$ cat config.mk
export PLATFORM = sky130hd
export DESIGN_NAME = ps2_key_decoder
export DESIGN_NICKNAME = d
export VERILOG_FILES = /design/src/rtl/ps2_key_decoder.sv
export SDC_FILE = /design/constraint.sdc
export NUM_CORES = 1
export LEC_CHECK = 0
export ABC_AREA = 1
export BUFFER_PORTS_ARGS = -buffer_cell sky130_fd_sc_hd__buf_2
export CAP_MARGIN = 15
export CORE_ASPECT_RATIO = 0.5
export CORE_MARGIN = 2
export CORE_UTILIZATION = 60
export DETAILED_ROUTE_END_ITERATION = 12
export PLACE_DENSITY_LB_ADDON = 0.1
export SETUP_SLACK_MARGIN = 0.4
export SLEW_MARGIN = 5
export SYNTH_ARGS = -nofsm -noshare
export SYNTH_HDL_FRONTEND = slang
export SYNTH_SLANG_ARGS = --single-unit
$ cat constraint.sdc
create_clock -name clk -period 5.8 [get_ports clk]
set_input_delay 0.58 -clock clk [delete_from_list [all_inputs] [get_ports clk]]
set_output_delay 0.58 -clock clk [all_outputs]
set_load 0.005 [all_outputs]
$ cat src/rtl/ps2_key_decoder.sv
// Purpose : decodes PS/2 set-2 scan bytes into key events (ASCII, class, make code, E0 flag) and tracks shift.
// Latency : a mapped make byte strobed in cycle N is visible on key_valid in cycle N+1 when the FIFO was empty.
// Backpressure: events wait in a FIFO_DEPTH-entry FIFO; a push into a full FIFO with no pop is dropped and sets sticky overflow.
// Ports   : clk/rst (async active-high); rx_done/rx_data receiver strobe and byte;
//           key_valid/key_ready head-event handshake; key_ascii/key_class/key_code/key_ext head event fields;
//           shift_held current shift state; overflow sticky drop flag.
module ps2_key_decoder #(
  parameter int FIFO_DEPTH = 4
) (
  input  logic       clk,
  input  logic       rst,
  input  logic       rx_done,
  input  logic [7:0] rx_data,
  output logic       key_valid,
  input  logic       key_ready,
  output logic [7:0] key_ascii,
  output logic [1:0] key_class,
  output logic [7:0] key_code,
  output logic       key_ext,
  output logic       shift_held,
  output logic       overflow
);

  localparam int PW = (FIFO_DEPTH > 1) ? $clog2(FIFO_DEPTH) : 1;
  localparam int CW = PW + 1;

  localparam logic [7:0] PFX_EXT = 8'hE0;
  localparam logic [7:0] PFX_BRK = 8'hF0;
  localparam logic [7:0] LSHIFT  = 8'h12;
  localparam logic [7:0] RSHIFT  = 8'h59;

  typedef enum logic [1:0] {S_IDLE, S_EXT, S_BRK, S_EXT_BRK} state_t;

  typedef struct packed {
    logic [7:0] ascii;
    logic [1:0] cls;
    logic [7:0] code;
    logic       ext;
  } key_evt_t;

  // Uppercase ASCII for letter make codes, 0 for anything else.
  function automatic logic [7:0] letter_of(input logic [7:0] sc);
    case (sc)
      8'h1C: return 8'h41; 8'h32: return 8'h42; 8'h21: return 8'h43; 8'h23: return 8'h44;
      8'h24: return 8'h45; 8'h2B: return 8'h46; 8'h34: return 8'h47; 8'h33: return 8'h48;
      8'h43: return 8'h49; 8'h3B: return 8'h4A; 8'h42: return 8'h4B; 8'h4B: return 8'h4C;
      8'h3A: return 8'h4D; 8'h31: return 8'h4E; 8'h44: return 8'h4F; 8'h4D: return 8'h50;
      8'h15: return 8'h51; 8'h2D: return 8'h52; 8'h1B: return 8'h53; 8'h2C: return 8'h54;
      8'h3C: return 8'h55; 8'h2A: return 8'h56; 8'h1D: return 8'h57; 8'h22: return 8'h58;
      8'h35: return 8'h59; 8'h1A: return 8'h5A;
      default: return 8'h00;
    endcase
  endfunction

  state_t     state, state_nxt;
  key_evt_t   evt;
  logic       evt_vld;
  logic       shift_set, shift_clr;
  logic       is_make, ext_bit, is_shift;
  logic [7:0] letter;

  // Prefix FSM: state register.
  always_ff @(posedge clk or posedge rst) begin
    if (rst) state <= S_IDLE;
    else     state <= state_nxt;
  end

  // Prefix FSM: next state, advancing only on received bytes.
  always_comb begin
    state_nxt = state;
    if (rx_done) begin
      case (state)
        S_IDLE: begin
          if (rx_data == PFX_EXT)      state_nxt = S_EXT;
          else if (rx_data == PFX_BRK) state_nxt = S_BRK;
          else                         state_nxt = S_IDLE;
        end
        S_EXT: begin
          if (rx_data == PFX_BRK)      state_nxt = S_EXT_BRK;
          else if (rx_data == PFX_EXT) state_nxt = S_EXT;
          else                         state_nxt = S_IDLE;
        end
        default: state_nxt = S_IDLE;  // break code consumed
      endcase
    end
  end

  // Prefix FSM: outputs -- event decode and shift updates.
  always_comb begin
    evt       = '0;
    evt_vld   = 1'b0;
    shift_set = 1'b0;
    shift_clr = 1'b0;
    letter    = letter_of(rx_data);
    ext_bit   = (state == S_EXT);
    is_shift  = (rx_data == LSHIFT) || (rx_data == RSHIFT);
    is_make   = rx_done && (state == S_IDLE || state == S_EXT) &&
                (rx_data != PFX_EXT) && (rx_data != PFX_BRK);
    evt.code  = rx_data;
    evt.ext   = ext_bit;
    if (is_make) begin
      if (!ext_bit) begin
        if (is_shift) begin
          shift_set = 1'b1;
        end else if (letter != 8'h00) begin
          evt_vld   = 1'b1;
          // shift_held is still the pre-byte value here.
          evt.ascii = shift_held ? letter : letter + 8'h20;
          evt.cls   = 2'b00;
        end else begin
          case (rx_data)
            8'h29: begin evt_vld = 1'b1; evt.ascii = 8'h20; evt.cls = 2'b00; end
            8'h5A: begin evt_vld = 1'b1; evt.ascii = 8'h0D; evt.cls = 2'b10; end
            8'h66: begin evt_vld = 1'b1; evt.ascii = 8'h08; evt.cls = 2'b11; end
            default: ;
          endcase
        end
      end else begin
        case (rx_data)
          8'h75, 8'h72, 8'h6B, 8'h74: begin evt_vld = 1'b1; evt.ascii = 8'h00; evt.cls = 2'b01; end
          default: ;
        endcase
      end
    end
    if (rx_done && state == S_BRK && is_shift) shift_clr = 1'b1;
  end

  always_ff @(posedge clk or posedge rst) begin
    if (rst)            shift_held <= 1'b0;
    else if (shift_set) shift_held <= 1'b1;
    else if (shift_clr) shift_held <= 1'b0;
  end

  // Event FIFO.
  key_evt_t      mem [FIFO_DEPTH];
  key_evt_t      head;
  logic [PW-1:0] wr_ptr, rd_ptr;
  logic [CW-1:0] count;
  logic          full, push, pop;

  assign full = (count == CW'(FIFO_DEPTH));
  assign pop  = key_valid && key_ready;
  // A pop in the same cycle frees the slot, so a push at full still lands.
  assign push = evt_vld && (!full || pop);

  always_ff @(posedge clk) begin
    if (push) mem[wr_ptr] <= evt;
  end

  always_ff @(posedge clk or posedge rst) begin
    if (rst) begin
      wr_ptr   <= '0;
      rd_ptr   <= '0;
      count    <= '0;
      overflow <= 1'b0;
    end else begin
      if (push) wr_ptr <= wr_ptr + 1'b1;
      if (pop)  rd_ptr <= rd_ptr + 1'b1;
      case ({push, pop})
        2'b10:   count <= count + 1'b1;
        2'b01:   count <= count - 1'b1;
        default: ;
      endcase
      if (evt_vld && full && !pop) overflow <= 1'b1;
    end
  end

  assign key_valid = (count != '0);
  assign head      = mem[rd_ptr];
  assign key_ascii = key_valid ? head.ascii : 8'h00;
  assign key_class = key_valid ? head.cls   : 2'b00;
  assign key_code  = key_valid ? head.code  : 8'h00;
  assign key_ext   = key_valid ? head.ext   : 1'b0;

endmodule

==> results.cfg, run 1 <==
[run_status]
status = finished, final reports clean

[detailed_routing]
drt-vias-per-instance = 5.53
ant_nets = 0
wire_per_inst_um = 15.4
routed_wl_mm = 9.09
vias = 3271
dr.pass1.iters = 5
drcViolationCount = 0
drt_iter0_drc = 306

[yosys]
ys_types = 41
post-synth-top-count-cell = nor2_1
synth-async-reset-ratio_pct = 13.3
syn-instance-count = 463
synth_top_area_share_pct = 50.1
synth_warnings = 0
yosys_most_used_dff = edfxtp_1
syn_area_per_cell_um2 = 9.32
synth_top_area_cell = edfxtp_1
synth.area.top_cells = edfxtp_1, nor2_1, dfrtp_1
netlist_area_um2 = 4310
ys_seq_area_share_pct = 56.5
ys_seq_elements = 83
syn_nets = 487
synth_common_cells = nor2_1, edfxtp_1, nand2_1
synth_edf_count = 72

[clocking]
htreeDepth = 3
cts_sinks = 83
clk_pin_slew_worst_paths_ps = 60
root_buffer = clkbuf_16
clk_path_buf_depth = 2
cts_made_buffers = 9
post_cts_buffers = 0
clock_latency_ps = 330
cts-resized-gates = 0
cts_tree = done
holdBufCountCts = 0

[layout]
fin_cells = 592
finalNetCount = 520
diodes = 0
drive_gt1_share_pct = 16.8
syn_to_final_growth_pct = 12.5

[placed_design]
place_ws_ps = 2670
portBuffers = 32
hpwl_mm = 6.10
gp_congestion = 0.942
dp.cells = 577

[global_routing]
antenna_found_initial = 0
grt_pass1_wl_mm = 14.9
grt-ovfl-total = 0
grt_pass1_vias = 2993
grt_max_degree = 39
grtUsageTotal_pct = 25.4

[worst_setup_path]
r2r-end = count[2]$_DFFE_PP0P_
r2r_start = state[1]$_DFFE_PP0P_
crit_path_top_delay_cell = dfrtp_1
crit_type = reg2out
rr_worst_depth = 13
cp_max_fo = 19
cp-end-kind = primary output
worst_setup_path_start_kind = flop
reg2reg_slack_ps = 3530
max_stage_delay_ps = 840
crit_chain = clkinv_1, nor2_1, o21ai_0, a21oi_1, buf_2
worstPathArrival_ps = 2710
critical_path_required_ps = 5220

[timing]
tns_ps = 0
setup_violations = 0
clock_skew_ps = 5.38
rsz0062_at_grt = false
tightest_slew_ps = 928
drv_slew = 0
fin_crit_ps = 3290
fin_ws_ps = 2510
fmax_mhz = 304
hold_slack_ps = 241
max_slew_margin_pct = 38.1
hold_viol = 0
post-route-period-util_pct = 56.7

[floorplanning]
die_y_um = 64.0
dieArea_um2 = 7930
die_w_um = 124
ios = 34
initial_core_util_pct = 63.2
coreArea_um2 = 6830
rows = 21

[power]
ir_drop_mv = 0.193
p_total_uw = 2060
power.density_nw_per_um2 = 424
leakage_uw = 0.00202

[hold_path]
min_path_type = in2async

[job]
drv_cap = 0
worst max path at each step:
stage               depth (start not counted)  slack, ps                   end                   from
floorplan                                  14       2730   mem[0][0]$_DFFE_PP_             rx_data[1]
global placement                           23       2790  count[2]$_DFFE_PP0P_             rx_data[1]
detailed placement                         22       2670  count[2]$_DFFE_PP0P_             rx_data[1]
CTS                                         5       2510           key_code[5]  rd_ptr[1]$_DFFE_PP0P_
global route                                5       2310           key_code[7]  rd_ptr[1]$_DFFE_PP0P_
finish                                      5       2510           key_code[7]  rd_ptr[1]$_DFFE_PP0P_
cells in the final DEF (no fill, tap or decap), drive strengths merged, types with 3 or more instances in the layout:
| master | instances |
|---|---|
| nor2 | 111 |
| edfxtp | 72 |
| nand2 | 70 |
| inv | 49 |
| o21ai | 44 |
| buf | 38 |
| nand3 | 28 |
| a21oi | 26 |
| ha | 11 |
| dfrtp | 11 |
| clkbuf | 9 |
| nand4 | 6 |
| nor3 | 5 |
| xor2 | 4 |
| clkinv | 3 |
registers in the layout, indices dropped and copies added, names as in the netlist:
signal	flops
overflow	1
count	3
mem	72
shift_held	1
state	2
rd_ptr	2
wr_ptr	2
cell type report:
| class | count | area [um2] |
|---|---|---|
| Clock inverter | 6 | 65.1 |
| Inverter | 48 | 185 |
| Timing Repair Buffer | 38 | 205 |
| Tap cell | 92 | 115 |
| Sequential cell | 83 | 2440 |
| Multi-Input combinational cell | 316 | 1620 |
| Fill cell | 518 | 1980 |
| Clock buffer | 9 | 225 |
power breakdown:
group	leakage (uW)	switching, uW	total [uW]	internal (uW)
combinational	0.00109	435	698	263
sequential	0.000787	60.1	809	749
clock	0.000142	220	552	332
total	0.00202	715	2060	1340
per-layer routing:
metal  track usage (%)  vias up  wire length, um
met5                 0        -                0
met4              6.04        0               72
met3              6.70       10             1010
met2              38.5      149             3940
met1              37.1     1501             4070
li1                  -     1611                -
critical path: cells and delay by family (launching register included):
kind | cells | cell delay, ps
buffers and inverters | 2 | 930
DFF | 1 | 840
AOI/OAI and AO/OA | 2 | 330
and+or+nand+nor | 1 | 280
kinds of logic (layout without fill, tap and decap cells):
kind of cell | after synthesis | in the layout | share of synthesized area [%]
AND/OR/NAND/NOR | 222 | 222 | 23.1
flip-flops | 83 | 83 | 56.5
AO/OA/AOI/OAI | 77 | 77 | 9.66
buffers and inverters | 64 | 101 | 5.97
adder cells (fa/ha/maj) | 12 | 12 | 3.65
XOR/XNOR | 4 | 4 | 0.986
other | 1 | 1 | 0.0869
through the flow:
| stage | cell area [um2] | util, % |
|---|---|---|
| 6_report | 4850 | 71.0 |
| 5_1_grt | 4850 | 71.0 |
| 4_1_cts | 4850 | 71.0 |
| 3_5_place_dp | 4560 | 66.8 |
| 3_3_place_gp | 4560 | 66.8 |
| 2_1_floorplan | 4310 | - |
No activity file was read; power rests on OpenSTA's default activity.
==> run 2: changes to the inputs <==
- clock period: 5.8 -> 3.2 ns (I/O delays scaled with it)
==> run 2 against run 1 <==
  * Hold slack got worse by 38 ps
  * Combinational power increased by 93%
  * Non-clock buffer count increased by 4
  * Wire length increased by 5.6%
  * Flip-flop and latch count unchanged
  * Cell area increased by 0.75%
  * Highest routed layer unchanged
  * Sequential share of layout area decreased by 0.37 points
  * Final cell count increased by 0.68%
  * Worst setup slack got worse by 1800 ps
  * Die area unchanged
==> results.cfg, run 2 (same netlist as run 1, synthesis figures left out) <==
[layout]
fillers = 522
drive_gt1_share_pct = 17.5
syn_to_final_growth_pct = 13.3
largest-register = mem
fin_cells = 596
reg_top3 = mem (72), count (3)
diodes = 0
mostFrequentLayoutCells = nor2_1, edfxtp_1, nand2_1
largest_reg_flops = 72
finalNetCount = 524
final_common_cell = nor2_1

[worst_setup_path]
worstPathArrival_ps = 2740
worst_setup_path_start_kind = primary input
cp-end-kind = flop
rr_worst_depth = 13
crit_path_top_delay_cell = fa_1
cp_num_buf_inv = 5
cp.depth = 21
crit_type = in2reg
crit_family = simple AND/OR/NAND/NOR gates
cp_max_fo = 9
max_stage_delay_ps = 370
crit_chain = buf_2, inv_1, ha_1, nand2_2, nand2_1, nor2_1, o21ai_0, a21oi_4, nand2_2, nor2_4, nand3_4, nand2_4, nand2_4, inv_1, fa_1, inv_1, nand2_2, nand2_1, nand2_1, nand2_1, inv_1
critical_path_required_ps = 3430

[run_status]
status = finished, final reports clean

[clocking]
cts_tree = done
cts_made_buffers = 9
htreeDepth = 3
cts_sinks = 83
clk_path_buf_depth = 2
clock_latency_ps = 330
root_buffer = clkbuf_16
clk_pin_slew_worst_paths_ps = 60

[placed_design]
dp.cells = 580
gp_congestion = 0.975
hpwl_mm = 6.39
portBuffers = 32

[global_routing]
grt_max_degree = 39
antenna_found_initial = 0
grt-ovfl-total = 0
grt_pass1_vias = 3109
grt_pass1_wl_mm = 15.6
grtUsageTotal_pct = 27.0

[floorplanning]
coreArea_um2 = 6830
die_y_um = 64.0
ios = 34
rows = 21
dieArea_um2 = 7930
die_w_um = 124
initial_core_util_pct = 63.2

[detailed_routing]
wire_per_inst_um = 16.1
ant_nets = 0
drcViolationCount = 0
vias = 3268
routed_wl_mm = 9.60
drt_iter0_drc = 317
dr.pass1.iters = 5
drt-vias-per-instance = 5.48

[timing]
hold_slack_ps = 204
drv_slew = 0
fin_crit_ps = 2510
rsz0062_at_grt = false
setup_violations = 0
post-route-period-util_pct = 78.3
max_slew_margin_pct = 37.0
hold_viol = 0
clock_skew_ps = 4.17
tns_ps = 0
tightest_slew_ps = 944
fmax_mhz = 399

[hold_path]
min_path_type = in2reg
min_path_cells = 2

[power]
leakage_uw = 0.00204
ir_drop_mv = 0.354
power.density_nw_per_um2 = 773

[job]
drv_cap = 0
==> run 2: cell count changes in the layout (fill, tap and decap cells not counted), sizes merged <==
cell / before / now
dlygate4sd3: 0 / 1
buf: 38 / 41
==> run 2: cell type report <==
cell class	instances	area, um2	area share [%]
clock inverter	6	65.1	1.33
tap	92	115	2.35
inverter	48	185	3.79
clock buffer	9	225	4.61
sequential	83	2440	49.9
timing repair buffer	42	238	4.86
multi-input combinational	316	1620	33.2
==> run 2: layer usage <==
layer	vias to the layer above	global-route usage, %	wire (um)
met5	-	0	0
met4	0	6.88	114
met3	11	7.41	927
met2	120	41.5	4370
met1	1516	38.3	4190
li1	1621	-	-
==> run 2: worst paths after layout <==
check	endpoint	slack, ps	start
max reg2reg	count[2]$_DFFE_PP0P_	820	state[1]$_DFFE_PP0P_
min reg2reg	overflow$_DFFE_PP0P_	480	overflow$_DFFE_PP0P_
max in group asynchronous	rd_ptr[0]$_DFFE_PP0P_	2340	rst
min in group asynchronous	rd_ptr[1]$_DFFE_PP0P_	560	rst
min	state[0]$_DFFE_PP0P_	200	rx_done
max	count[2]$_DFFE_PP0P_	690	rx_data[1]
==> run 2: power by group <==
group	total, uW	switching [uW]	internal [uW]
combinational	1350	858	491
sequential	1430	72.4	1360
clock	1000	400	602
total	3780	1330	2450
==> run 2: repair_timing <==
| action | in CTS | in global routing |
|---|---|---|
| endpoints found under the setup margin | 0 | 1 |
| setup buffers | 0 | 0 |
| hold buffers | 1 | 0 |
| endpoints found under the hold margin | 11 | 0 |
| gates resized for setup | 0 | 1 |
==> run 2: through the flow <==
| step | setup slack (ps) | power [uW] | cell area, um2 | utilization [%] |
|---|---|---|---|---|
| floorplan | 394 | 2310 | 4310 | - |
| global placement | 458 | 2750 | 4580 | 67.1 |
| detailed placement | 360 | 2780 | 4580 | 67.1 |
| CTS | 705 | 3810 | 4880 | 71.5 |
| global route | 462 | 4060 | 4890 | 71.6 |
| finish | 695 | 3780 | 4890 | 71.6 |
